==> src/rtl/uart_word_encoder_if.sv <==
// Handshake bundle for uart_word_encoder: word-side strobe/busy plus the
// character-side valid/busy toward the byte-wide UART transmitter.
interface uart_word_encoder_if;
   logic        i_stb;
   logic [33:0] i_word;
   logic        o_busy;
   logic        o_stb;
   logic [7:0]  o_data;
   logic        i_busy;

   modport slave (
      input  i_stb,
      input  i_word,
      input  i_busy,
      output o_busy,
      output o_stb,
      output o_data
   );

   modport master (
      output i_stb,
      output i_word,
      output i_busy,
      input  o_busy,
      input  o_stb,
      input  o_data
   );
endinterface

==> src/rtl/uart_word_encoder.sv <==
// Serialises a {cmd[1:0], data[31:0]} word into "<letter><hex digits><TERM_CHAR>".
// Optional macro UART_ENC_ZERO_SUPPRESS_EN skips leading zero nibbles (at least one digit sent).
//
// state | meaning
// IDLE  | waiting for i_stb; o_busy low
// CMD   | presenting the command letter
// HEX   | presenting the top nibble of the shift register as a hex digit
// TERM  | presenting TERM_CHAR
module uart_word_encoder #(
   parameter logic [7:0] TERM_CHAR = 8'h45
) (
   input logic                i_clk,
   input logic                i_rst_n,
   uart_word_encoder_if.slave bus
);

   typedef enum logic [1:0] {
      IDLE = 2'd0,
      CMD  = 2'd1,
      HEX  = 2'd2,
      TERM = 2'd3
   } state_e;

   state_e      state_q, state_d;
   logic [31:0] shift_q, shift_d;
   logic [1:0]  cmd_q,   cmd_d;
   logic [3:0]  cnt_q,   cnt_d;

   logic        xfer;
   logic [3:0]  load_cnt;
   logic [31:0] load_shift;
   logic [7:0]  data_c;

   function automatic logic [7:0] hex_char(input logic [3:0] nib);
      return (nib < 4'd10) ? (8'h30 + {4'h0, nib}) : (8'h57 + {4'h0, nib});
   endfunction

   function automatic logic [7:0] cmd_char(input logic [1:0] cmd);
      logic [7:0] c;
      case (cmd)
         2'b00:   c = 8'h52;
         2'b01:   c = 8'h57;
         2'b10:   c = 8'h41;
         default: c = 8'h53;
      endcase
      return c;
   endfunction

`ifdef UART_ENC_ZERO_SUPPRESS_EN
   // Digit count is the position of the highest non-zero nibble; data 0 still sends one digit.
   always_comb begin
      load_cnt = 4'd1;
      for (int i = 1; i < 8; i++) begin
         if (bus.i_word[4*i +: 4] != 4'h0) load_cnt = 4'(i + 1);
      end
      load_shift = bus.i_word[31:0] << {4'd8 - load_cnt, 2'b00};
   end
`else
   assign load_cnt   = 4'd8;
   assign load_shift = bus.i_word[31:0];
`endif

   always_ff @(posedge i_clk or negedge i_rst_n) begin
      if (!i_rst_n) begin
         state_q <= IDLE;
         shift_q <= '0;
         cmd_q   <= '0;
         cnt_q   <= '0;
      end else begin
         state_q <= state_d;
         shift_q <= shift_d;
         cmd_q   <= cmd_d;
         cnt_q   <= cnt_d;
      end
   end

   always_comb begin
      state_d = state_q;
      shift_d = shift_q;
      cmd_d   = cmd_q;
      cnt_d   = cnt_q;
      xfer    = (state_q != IDLE) && !bus.i_busy;

      case (state_q)
         IDLE: begin
            if (bus.i_stb) begin
               shift_d = load_shift;
               cmd_d   = bus.i_word[33:32];
               cnt_d   = load_cnt;
               state_d = CMD;
            end
         end
         CMD: begin
            if (xfer) state_d = HEX;
         end
         HEX: begin
            if (xfer) begin
               shift_d = {shift_q[27:0], 4'h0};
               cnt_d   = cnt_q - 4'd1;
               if (cnt_q == 4'd1) state_d = TERM;
            end
         end
         TERM: begin
            if (xfer) state_d = IDLE;
         end
         default: state_d = IDLE;
      endcase
   end

   // Outputs decode registered state only, so i_stb/i_busy never reach them combinationally.
   always_comb begin
      data_c = 8'h00;
      case (state_q)
         CMD:     data_c = cmd_char(cmd_q);
         HEX:     data_c = hex_char(shift_q[31:28]);
         TERM:    data_c = TERM_CHAR;
         default: data_c = 8'h00;
      endcase
   end

   assign bus.o_data = data_c;
   assign bus.o_stb  = (state_q != IDLE);
   assign bus.o_busy = (state_q != IDLE);

endmodule

==> src/flat_wrapper.sv <==
// flat-port wrapper written by rule: the top's interface ports become plain ports
module uart_word_encoder_flat 
#(
   parameter logic [7:0] TERM_CHAR = 8'h45
)
  (i_clk, i_rst_n, bus_i_stb, bus_i_word, bus_i_busy, bus_o_busy, bus_o_stb, bus_o_data);
  uart_word_encoder_if bus_i ();
  input logic i_clk;
  input logic i_rst_n;
  input wire logic [$bits(bus_i.i_stb)-1:0] bus_i_stb;
  input wire logic [$bits(bus_i.i_word)-1:0] bus_i_word;
  input wire logic [$bits(bus_i.i_busy)-1:0] bus_i_busy;
  output wire logic [$bits(bus_i.o_busy)-1:0] bus_o_busy;
  output wire logic [$bits(bus_i.o_stb)-1:0] bus_o_stb;
  output wire logic [$bits(bus_i.o_data)-1:0] bus_o_data;
  assign bus_i.i_stb = bus_i_stb;
  assign bus_i.i_word = bus_i_word;
  assign bus_i.i_busy = bus_i_busy;
  assign bus_o_busy = bus_i.o_busy;
  assign bus_o_stb = bus_i.o_stb;
  assign bus_o_data = bus_i.o_data;
  uart_word_encoder #(.TERM_CHAR(TERM_CHAR)) u_core (.i_clk(i_clk), .i_rst_n(i_rst_n), .bus(bus_i));
endmodule
==> config.mk <==
export PLATFORM = sky130hd
export DESIGN_NAME = uart_word_encoder_flat
export DESIGN_NICKNAME = d
export VERILOG_FILES = /design/src/rtl/uart_word_encoder_if.sv /design/src/rtl/uart_word_encoder.sv /design/src/flat_wrapper.sv
export SDC_FILE = /design/constraint.sdc
export NUM_CORES = 1
export LEC_CHECK = 0
export BUFFER_PORTS_ARGS = -buffer_cell sky130_fd_sc_hd__buf_2
export CORE_ASPECT_RATIO = 1.25
export CORE_UTILIZATION = 45
export CTS_CLUSTER_DIAMETER = 80
export CTS_CLUSTER_SIZE = 10
export DETAILED_ROUTE_END_ITERATION = 8
export PLACE_DENSITY = 0.71
export SLEW_MARGIN = 20
export SYNTH_ARGS = -nofsm -noshare
export SYNTH_HDL_FRONTEND = slang
export SYNTH_SLANG_ARGS = --single-unit
==> constraint.sdc <==
create_clock -name i_clk -period 1.96 [get_ports i_clk]
set_input_delay 0.392 -clock i_clk [delete_from_list [all_inputs] [get_ports i_clk]]
set_output_delay 0.392 -clock i_clk [all_outputs]
set_load 0.02 [all_outputs]
Word level (Yosys, flattened, before mapping)
Index checks and enable logic that the tools add are counted.
{"block": "word_totals", "out_inout_bits": 10, "reg_bits": 40, "wordCells": 43}
{"block": "classes", "n_reduce_logical": 9, "magnitude_cmp": 1, "n_mux": 15, "eq_ne": 11, "n_addsub": 3}
{"cell": "two-way mux 32 bit", "count": 2}
{"cell": "case mux 32 bit (2 select lines)", "count": 1}
{"cell": "case mux 8 bit (3 select lines)", "count": 1}
{"cell": "case mux 5 bit (3 select lines)", "count": 1}
{"cell": "two-way mux 2 bit", "count": 5}
{"cell": "adder 7 x 4 -> 8 bit (first input constant)", "count": 1}
{"cell": "two-way mux 4 bit", "count": 2}
{"cell": "two-way mux 8 bit", "count": 1}
{"cell": "inequality test 2 x 1 -> 1 bit (second input constant)", "count": 4}
{"cell": "case mux 2 bit (4 select lines)", "count": 1}
{"cell": "case mux 4 bit (2 select lines)", "count": 1}
{"cell": "adder 6 x 4 -> 7 bit (first input constant)", "count": 1}
{"cell": "equality test 2 bit (second input constant)", "count": 3}
{"cell": "AND reduction 5 bit", "count": 1}
{"cell": "equality test 2 x 1 -> 1 bit (second input constant)", "count": 2}
{"cell": "equality test 4 x 1 -> 1 bit (second input constant)", "count": 1}
{"cell": "logical NOT 2 bit", "count": 2}
{"cell": "< comparator 4 bit (second input constant)", "count": 1}
{"cell": "nonzero test 2 bit", "count": 2}
{"cell": "subtractor 4 x 1 -> 4 bit (second input constant)", "count": 1}
{"cell": "AND reduction 3 bit", "count": 1}
{"cell": "inequality test 2 bit (second input constant)", "count": 1}
{"cell": "AND reduction 2 bit", "count": 1}
{"cell": "logical AND 1 bit", "count": 1}
{"cell": "logical NOT 1 bit", "count": 1}

Longest topological paths before layout
Gate-level depths: netlist (run 1).
{"block": "depth", "depth_word": 4, "mapped_depth": 7, "mapped_depth_nobuf": 5}

Worst setup path after synthesis (run 1)
No wires, ideal clock.
{"block": "synth_timing", "path_type": "register to output", "start": "register u_core.state_q[0]", "end": "output port bus_o_data[2]", "setup_slack_ns": -0.157, "path_stages_with_launch": 7, "arrival_time_ns": 1.725, "n_path_buf": 2, "t_required_ns": 1.568, "cell_sequence": "dfrtp_1 inv_1 ha_1 buf_2 buf_1 o21ai_0 a21oi_1"}
{"block": "synth_between", "elab_chain_cells": 2, "elab_cells_between_ends": 4, "cone_classes": "eq/ne (3); mux (1)"}
{"item": "start: declaration", "line_no": "uart_word_encoder.sv:24", "text": "state_e state_q, state_d;"}
{"item": "start signal: assignment", "line_no": "uart_word_encoder.sv:70", "text": "state_q <= state_d;"}
{"item": "equality test 2 bit or equality test 2 x 1 -> 1 bit (tied branches)", "line_no": "uart_word_encoder.sv:113", "text": "case (state_q)"}
{"item": "case mux 8 bit (3 select lines) (*)", "line_no": "uart_word_encoder.sv:113"}
{"item": "end: declaration", "line_no": "flat_wrapper.sv:15", "text": "output wire logic [$bits(bus_i.o_data)-1:0] bus_o_data;"}
Every way passes the cells marked *; elsewhere a longest branch is shown, timed or not.

Final worst setup path (run 1)
{"block": "layout_timing", "start": "register u_core.state_q[1]", "end": "register u_core.state_q[1]"}
{"block": "layout_between", "elab_chain_cells": 4, "elab_cells_between_ends": 13, "cone_classes": "eq/ne (8); mux (1); reduce/logical (4)"}
{"item": "nonzero test 2 bit", "line_no": "uart_word_encoder.sv:82", "text": "xfer = (state_q != IDLE) && !bus.i_busy;"}
{"item": "logical AND 1 bit", "line_no": "uart_word_encoder.sv:82"}
{"item": "inequality test 2 x 1 -> 1 bit (no line)"}
{"item": "AND reduction 5 bit (no line)"}
Parallel ways exist; a longest one is shown, timed or not.
A chain may end at the register's enable or synchronous reset.

==> metrics.cfg, run 1 <==
[outcome]
outcome=complete, but fails checks
violations=setup timing

[route]
drc=0
via_per_inst=5.352
ant_nets=0
first_pass_iters=4
drt_iter0_markers=144
wire_per_inst_microns=17.20
drt_wl_total_microns=5677
vias=1766

[yosys]
synth_fp_nets=237
synth_edf_count=0
ys_warn_count=0
synthFlopType=dfrtp_1
yosysSeqAreaShare_pct=44.44
ys_types=39
synthCells=191
synth_area_sq_um=2252
synth-seq-cells=40
avgSynthCellArea_sq_um=11.79
async_flop_share_pct=100.0

[final_layout]
layout.nets=315
fillers=353
fin_area_sq_um=3206
area_growth_pct=42.33
seqCellArea_sq_um=1003
drive_above_1_share_pct=61.11
n_antenna_cell=0
final_cell_mix=38 x buf_2, 38 x dfrtp_1, 28 x mux2_2, 26 x mux2_4, 26 x buf_4
multiInputGateArea_sq_um=1364

[sta]
period_minus_slack_ns=2.198
timing_hold_violations_final=0
rsz0062_at_grt=yes
setup_violations=36
tightest_slew_ns=0.5191
maxSlewHeadroom_pct=65.39
fin_crit_sh_pct=112.1
fin_ws_ns=-0.2381
maxClockFrequency_mhz=454.9
slew_violations=0
fin_skew_ns=0.006916
holdWs_ns=0.1457

[cts]
cts_tree=built
clockBufferDepth=2
cts_hold_buffers=0
numCtsBuffers=5
root_buffer=clkbuf_8
htree_levels=2
clock-sinks=40
clkTransAtPathRegs_ns=0.08
clk_latency_ns=0.29

[critical_path]
worstSetupPathType=reg -> reg
worstPathRequired_ns=2.14
cp-start-kind=register
cp.arrival_ns=2.38
endpoint_kind=register
crit_fanout=4

[placed_design]
place_congestion=0.8182
detailed_place_hpwl_microns=3131
place_ws_ns=-0.1885
port_buffers=46
postPlaceCellArea_sq_um=2670

[pwr]
p_int_w=0.003760
vdd_drop_max_v=0.001056
power.leakage_nw=1.484
sw_frac_of_total_pct=36.96
combinationalPowerShare_pct=64.4
clkPwrFrac_pct=9.7
seqPwrFrac_pct=25.9
power_density_nw_per_um2=1861
p_switching_w=0.002205

[die]
die_area_sq_um=5293
die_y_microns=81.10
pin_count=48
fp-row-count=28
core_area_sq_um=4765
die_x_microns=65.28
start_util_pct=47.27

[global_route]
grt_first_pass_wirelength_microns=8625
first_global_vias=1794
grtUsageTotal_pct=21.82
grt_overflow_total=0
grt_max_degree=41
antenna_found_initial=0

[worst_hold_path]
hold_class=in -> async

[job]
maxCapViolCount=0

routing by layer:
| layer | vias to the layer above | wire length [microns] | track usage, % |
|---|---|---|---|
| met5 | - | 0 | 0 |
| met4 | 0 | 62 | 10.87 |
| met3 | 6 | 150 | 4.073 |
| met2 | 35 | 3052 | 36.80 |
| met1 | 877 | 2411 | 26.49 |
| li1 | 848 | - | - |
worst max-delay path, cell delays in order, from the launching register on:
cell      delay (ns)
dfrtp_2         0.44
inv_2           0.07
ha_4            0.16
or4b_4          0.54
a222oi_1        0.38
buf_4           0.20
mux2_4          0.30
path summary, 6_finish.rpt:
| path | from | cells past startpoint | slack (ns) | end |
|---|---|---|---|---|
| max | u_core.state_q[1]$_DFFE_PN0P_ | 6 | -0.24 | u_core.state_q[1]$_DFFE_PN0P_ |
| min | i_rst_n | 2 | 0.15 | u_core.cnt_q[0]$_DFFE_PN0P_ |
| max reg2reg | u_core.state_q[1]$_DFFE_PN0P_ | 6 | -0.24 | u_core.state_q[1]$_DFFE_PN0P_ |
| min reg2reg | u_core.shift_q[12]$_DFFE_PN0P_ | 1 | 0.51 | u_core.shift_q[12]$_DFFE_PN0P_ |
| max in group asynchronous | i_rst_n | 2 | 1.42 | u_core.state_q[1]$_DFFE_PN0P_ |
| min in group i_clk | bus_i_word[32] | 2 | 0.32 | u_core.cmd_q[0]$_DFFE_PN0P_ |
registers in the layout, summed over array words and instances, names as in the netlist:
signal	flops
u_core.shift_q	32
u_core.cmd_q	2
u_core.state_q	2
u_core.cnt_q	4
logic make-up after synthesis:
logic type	share of synthesized area (%)
AO/OA/AOI/OAI	9.500
multiplexers	29.67
flip-flops	44.44
other	0.1665
XOR/XNOR	0.7779
buffers and inverters	4.166
adder cells (fa/ha/maj)	4.445
AND/OR/NAND/NOR	6.834
cells in the mapped netlist, drive strengths merged (2+ instances only):
library cell / number / area, sq um
nand2: 3 / 11.26
o22ai: 5 / 31.28
o21ai: 6 / 33.78
a21boi: 2 / 15.01
xnor2: 2 / 17.52
mux2: 54 / 608.1
nor2b: 2 / 12.51
ha: 8 / 100.1
mux2i: 6 / 60.06
nor3: 2 / 10.01
and4: 2 / 17.52
buf: 7 / 37.53
nor2: 5 / 18.77
a21oi: 9 / 45.04
o21a: 3 / 22.52
nand3: 2 / 10.01
dfrtp: 40 / 1001
inv: 11 / 41.29
nand2b: 3 / 18.77
clkbuf: 4 / 15.01
per-stage QoR:
step / utilization, % / TNS (ns) / cells / total power [W]
floorplan: - / -0.1319 / 191 / 0.003368
global placement: 56.04 / -1.335 / 302 / 0.004009
detailed placement: 56.04 / -2.087 / 302 / 0.004089
CTS: 64.99 / -1.589 / 324 / 0.005592
global route: 67.28 / -5.004 / 330 / 0.006302
finish: 67.28 / -2.716 / 330 / 0.005965
cell type report:
| class | count | area share (%) |
|---|---|---|
| Tap cell | 60 | 2.342 |
| Inverter | 11 | 1.444 |
| Clock buffer | 8 | 2.810 |
| Multi-Input combinational cell | 129 | 42.55 |
| Timing Repair Buffer | 82 | 19.56 |
| Sequential cell | 40 | 31.30 |
power by group through the flow:
stage / Combinational, W / Sequential, W / Clock, W
2_1_floorplan: 0.00193 / 0.00144 / 0
3_3_place_gp: 0.00251 / 0.00149 / 0
3_5_place_dp: 0.00258 / 0.00151 / 0
4_1_cts: 0.00350 / 0.00151 / 0.000586
5_1_grt: 0.00410 / 0.00159 / 0.000618
6_report: 0.00384 / 0.00154 / 0.000580
timing repair:
action                     CTS  global route
pin swaps                    3             4
setup buffers               11             8
gates cloned                 3             1
hold endpoints to repair     0             0
resized for setup           42            35
setup endpoints to repair   36            40
Note: power is estimated with default switching activity, not from simulation.
==> inputs of run 2 (changes only) <==
- BUFFER_PORTS_ARGS: -buffer_cell sky130_fd_sc_hd__buf_2 -> -buffer_cell sky130_fd_sc_hd__buf_4
- PLACE_DENSITY: 0.71 -> 0.69
- clock period: 1.96 -> 2.5 ns (I/O delays scaled with it)
==> run 2 against run 1 <==
Against the previous run:
- the run now ends clean
- count of clock-buffer cells in the layout is 1 lower
- routed wire length shrank 27%
- sequential power is 24% lower
- worst setup slack better by 0.48 ns
- design area is 14% lower
- utilization is 9.6 points lower
- clock power is 22% lower
- hold slack improved by 0.030 ns
- final cell count decreased by 10%
- combinational power is 52% lower
- critical path type is now reg -> out
- largest cell class unchanged
==> metrics.cfg, run 2 (synthesis results as in run 1) <==
[outcome]
outcome=finished, final reports clean

[critical_path]
cp-start-kind=register
worstPathRequired_ns=2.00  ; -0.14 ns
cp.arrival_ns=1.76  ; -0.62 ns
worst-r2r-cell-count=5  ; -1
r2r_start=u_core.state_q[1]$_DFFE_PN0P_
crit_fanout=12  ; +8
worstSetupPathType=reg -> out
endpoint_kind=primary output
crit_path_start=u_core.state_q[0]$_DFFE_PN0P_

[die]
core_area_sq_um=4765  ; unchanged
pin_count=48  ; unchanged
die_y_microns=81.10  ; unchanged
start_util_pct=47.27  ; unchanged
fp-row-count=28  ; unchanged
die_x_microns=65.28  ; unchanged
die_area_sq_um=5293  ; unchanged

[route]
via_per_inst=5.283  ; -1.3%
ant_nets=0  ; unchanged
wire_per_inst_microns=13.91  ; -19%
drt_wl_total_microns=4132  ; -27%
drt_iter0_markers=66  ; -54%
vias=1569  ; -11%
first_pass_iters=4  ; unchanged
drc=0  ; unchanged

[sta]
setup_violations=0  ; -100%
fin_skew_ns=0.006432  ; -0.0004842 ns
tightest_slew_ns=0.5103  ; -0.008844 ns
fin_crit_sh_pct=90.41
tns_ns=0  ; +2.716 ns
maxClockFrequency_mhz=442.4
timing_hold_violations_final=0  ; unchanged
slew_violations=0  ; unchanged
maxSlewHeadroom_pct=65.98  ; +0.59 points
period_minus_slack_ns=2.260
rsz0062_at_grt=no
fin_ws_ns=0.2398  ; +0.4779 ns

[placed_design]
port_buffers=46  ; unchanged
placed_cells=290  ; -4.0%
postPlaceCellArea_sq_um=2650  ; -0.75%
place_congestion=0.7767  ; -5.1%
place_ws_ns=0.2520  ; +0.4405 ns
detailed_place_hpwl_microns=2992  ; -4.4%

[cts]
clk_latency_ns=0.28  ; about the same
cts_resized=0  ; -100%
cts_hold_buffers=0  ; unchanged
root_buffer=clkbuf_8
clock-sinks=40  ; unchanged
cts_tree=built
clkTransAtPathRegs_ns=0.07  ; about the same
htree_levels=2  ; unchanged
numCtsBuffers=5  ; unchanged
post-cts-setup-buffers=0  ; -11
clockBufferDepth=2  ; unchanged

[global_route]
grtUsageTotal_pct=17.79  ; -4.0 points
antenna_found_initial=0  ; unchanged
grt_overflow_total=0  ; unchanged
first_global_vias=1584  ; -12%
grt_max_degree=41  ; unchanged
grt_first_pass_wirelength_microns=7093  ; -18%

[job]
maxCapViolCount=0  ; unchanged

[worst_hold_path]
hold_class=in -> async

[final_layout]
area_growth_pct=21.94
fillers=449  ; +27%
largest_register_ffs=32  ; unchanged
final_cells=297  ; -10%
n_antenna_cell=0  ; unchanged
top_register=u_core.shift_q
multiInputGateArea_sq_um=1157  ; -15%
final_common_cell=mux2_2
final_cell_mix=53 x mux2_2, 50 x buf_4, 40 x dfrtp_1, 11 x inv_1, 9 x a21oi_1
drive_above_1_share_pct=48.10  ; -13 points
seqCellArea_sq_um=1001  ; -0.25%
fin_area_sq_um=2746  ; -14%
layout.nets=283  ; -10%
reg_top3=u_core.shift_q: 32 flops, u_core.cnt_q: 4 flops

[pwr]
power_density_nw_per_um2=1271  ; -32%
power.leakage_nw=1.237  ; -17%
p_total_w=0.003491  ; -41%
vdd_drop_max_v=0.0006091  ; -42%

==> run 2: cell count changes in the layout (fill, tap and decap cells not counted), sizes merged <==
cell    change
clkbuf      -2
buf        -31
==> run 2: report_power, final <==
part / switching (W) / leakage (nW) / internal, W
Sequential: 0.000203 / 0.481 / 0.000972
Clock: 0.000208 / 0.0503 / 0.000246
Combinational: 0.000860 / 0.706 / 0.00100
Total: 0.00127 / 1.24 / 0.00222
==> run 2: through the flow <==
step | hold slack [ns] | util [%]
after floorplan | 0.2044 | -
after global placement | 0.4852 | 55.62
after detailed placement | 0.4929 | 55.62
after CTS | 0.1918 | 57.64
after global routing | 0.2236 | 57.64
final | 0.1754 | 57.64
==> run 2: path summary, 6_finish.rpt <==
path / slack [ns] / to
setup / recovery: 0.24 / bus_o_data[1]
hold / removal: 0.18 / u_core.cmd_q[0]$_DFFE_PN0P_
setup reg to reg: 0.27 / u_core.state_q[1]$_DFFE_PN0P_
hold reg to reg: 0.51 / u_core.shift_q[11]$_DFFE_PN0P_
max in group asynchronous: 1.96 / u_core.shift_q[15]$_DFFE_PN0P_
min in group i_clk: 0.44 / u_core.cmd_q[0]$_DFFE_PN0P_
==> run 2: layer usage <==
metal  share of wire (%)  wire (microns)  up-vias  GRT usage, %
li1                    -               -      781             -
met1                  43            1761      749         20.86
met2                  51            2104       30         30.00
met3                 3.9             161        9         4.213
met4                 2.5             104        0         9.348
met5                   0               0        -             0
==> run 2: area by class of cell <==
| cell class | count | share of cell area (%) |
|---|---|---|
| inverters | 11 | 1.503 |
| well taps | 60 | 2.733 |
| flip-flops and latches | 40 | 36.45 |
| multi-input cells | 129 | 42.14 |
| clock buffers | 7 | 3.508 |
| repair buffers | 50 | 13.67 |
==> run 2: worst max-delay path: stages (launching register included) <==
cell	delay (ns)
dfrtp_1	0.42
inv_1	0.14
ha_1	0.19
buf_4	0.17
nand2b_1	0.12
a211o_1	0.24
nand2_1	0.07
buf_4	0.13
==> inputs of run 3 (changes only) <==
- CORE_MARGIN: unset -> 2
==> run 3 against run 2 <==
Against the previous run:
- count of clock-buffer cells in the layout is the same
- via count grew 0.25%
- clock skew is 0.0018 ns higher
- global-route usage down 0.94 points
- largest cell class unchanged
==> metrics.cfg, run 3 (synthesis results as in run 1) <==
[global_route]
grt_first_pass_wirelength_microns=7286  ; +2.7%
antenna_found_initial=0  ; unchanged
met3_usage_pct=4.878  ; +0.66 points
grt_max_degree=41  ; unchanged
grtUsageTotal_pct=16.85  ; -0.94 points
grt_busiest_layer=met2
grt_use_met2_pct=27.27  ; -2.7 points
grt_overflow_total=0  ; unchanged
globalRouteMet1Util_pct=20.93  ; +0.069 points
first_global_vias=1620  ; +2.3%

[sta]
slew_violations=0  ; unchanged
tightest_slew_ns=0.5084  ; -0.001841 ns
fin_ws_ns=0.2581  ; +0.01834 ns
timing_hold_violations_final=0  ; unchanged
rsz0062_at_grt=no
maxSlewHeadroom_pct=66.10  ; +0.12 points
holdWs_ns=0.1733  ; -0.002060 ns
fin_skew_ns=0.008222  ; +0.001790 ns
period_minus_slack_ns=2.242  ; -0.01834 ns
setup_violations=0  ; unchanged
maxClockFrequency_mhz=446.0  ; +0.82%
fin_crit_sh_pct=89.68  ; -0.73 points
tns_ns=0  ; unchanged

[critical_path]
crit_chain=inv_1 > ha_1 > buf_4 > nand2b_1 > a211o_1 > nand2_1 > buf_4
r2r_start=u_core.state_q[1]$_DFFE_PN0P_
cp_slowest_cell=dfrtp_1
cp_common_cell=buf_4
cp.arrival_ns=1.74  ; -0.02 ns
endpoint_kind=primary output
crit_path_max_incr_delay_ns=0.42  ; about the same
worstSetupPathType=reg -> out
cp-start-kind=register
crit_path_start=u_core.state_q[0]$_DFFE_PN0P_
worstPathRequired_ns=2.00  ; about the same
crit_fanout=12  ; unchanged

[cts]
cts_hold_buffers=0  ; unchanged
clkTransAtPathRegs_ns=0.08  ; about the same
clockBufferDepth=2  ; unchanged
cts_resized=0  ; unchanged
root_buffer=clkbuf_8
clock-sinks=40  ; unchanged
numCtsBuffers=5  ; unchanged
cts_tree=built
post-cts-setup-buffers=0  ; unchanged
clk_latency_ns=0.29  ; about the same
htree_levels=2  ; unchanged

[placed_design]
placed_cells=290  ; unchanged
port_buffers=46  ; unchanged
place_congestion=0.7356  ; -5.3%
detailed_place_hpwl_microns=2957  ; -1.2%
place_ws_ns=0.3119  ; +0.05992 ns

[route]
drt_iter0_markers=66  ; unchanged
drc=0  ; unchanged
first_pass_iters=4  ; unchanged
wire_per_inst_microns=13.86  ; -0.36%
ant_nets=0  ; unchanged
via_per_inst=5.279  ; about the same
drt_wl_total_microns=4131  ; about the same
vias=1573  ; +0.25%

[die]
die_area_sq_um=5590  ; +5.6%
fp-row-count=28  ; unchanged
pin_count=48  ; unchanged
start_util_pct=47.27  ; unchanged
die_x_microns=67.28  ; +3.1%
die_y_microns=83.10  ; +2.5%
core_area_sq_um=4765  ; unchanged

[outcome]
outcome=finished, final reports clean

[pwr]
p_switching_w=0.001275  ; +0.31%
sw_frac_of_total_pct=35.42  ; -1.0 points
power_density_nw_per_um2=1297  ; +2.0%
seqPwrFrac_pct=32.6  ; -1.1 points
vdd_drop_max_v=0.0005755  ; -5.5%
clkPwrFrac_pct=15.8  ; +2.8 points
power.leakage_nw=1.252  ; +1.1%
combinationalPowerShare_pct=51.6  ; -1.7 points
p_int_w=0.002325  ; +4.8%

[final_layout]
drive_above_1_share_pct=48.32  ; +0.22 points
n_antenna_cell=0  ; unchanged
final_cell_mix=53 x mux2_2, 50 x buf_4, 40 x dfrtp_1, 11 x inv_1, 9 x a21oi_1
layout.nets=283  ; unchanged
top_register=u_core.shift_q
final_cells=298  ; +0.34%
area_growth_pct=23.28
final_common_cell=mux2_2
largest_register_ffs=32  ; unchanged
reg_top3=u_core.shift_q: 32 flops, u_core.cnt_q: 4 flops

[worst_hold_path]
hold_class=in -> async

[job]
maxCapViolCount=0  ; unchanged

==> run 3: cell types whose count changed in the layout (fill, tap and decap cells not counted), sizes merged <==
cell,change
bufinv,+1
==> run 3: worst paths after layout <==
path,cells past startpoint,to,slack [ns]
max,7,bus_o_data[1],0.26
min,1,u_core.cmd_q[1]$_DFFE_PN0P_,0.17
max reg2reg,5,u_core.state_q[1]$_DFFE_PN0P_,0.32
min reg2reg,1,u_core.shift_q[17]$_DFFE_PN0P_,0.51
max in group asynchronous,1,u_core.shift_q[21]$_DFFE_PN0P_,1.97
min in group i_clk,2,u_core.cmd_q[0]$_DFFE_PN0P_,0.43
==> run 3: stage by stage <==
stage	instance area, sq um	power [W]	util [%]
after floorplan	2252	0.002590	-
after global placement	2650	0.003028	55.62
after detailed placement	2650	0.003064	55.62
after CTS	2776	0.003648	58.27
after global routing	2776	0.003898	58.27
final	2776	0.003601	58.27
==> run 3: final cells by class <==
| type | count | area, sq um |
|---|---|---|
| inverter | 11 | 41.29 |
| tap | 60 | 75.07 |
| clock inverter | 1 | 30.03 |
| clock buffer | 7 | 96.34 |
| sequential | 40 | 1001 |
| multi-input combinational | 129 | 1157 |
| timing repair buffer | 50 | 375.4 |
| fill | 423 | 1988 |
==> run 3: power groups by stage <==
stage | Sequential, W | Clock, W | Combinational (W)
final | 0.00117 | 0.000570 | 0.00186
after global routing | 0.00122 | 0.000618 | 0.00206
after CTS | 0.00118 | 0.000587 | 0.00189
after detailed placement | 0.00119 | 0 | 0.00188
after global placement | 0.00118 | 0 | 0.00185
after floorplan | 0.00112 | 0 | 0.00147
==> run 3: critical path: cells and delay by family (launching register included) <==
family	cells	cell delay (ns)
buffers and inverters	3	0.43
adder cells (fa/ha/maj)	1	0.18
AO/OA/AOI/OAI	1	0.24
flip-flops	1	0.42
AND/OR/NAND/NOR	2	0.18
==> run 3: per-layer routing <==
layer	part of all wire, %	vias to the layer above
met3	5.3	5
li1	-	774
met5	0	-
met1	41	763
met2	52	31
met4	1.2	0
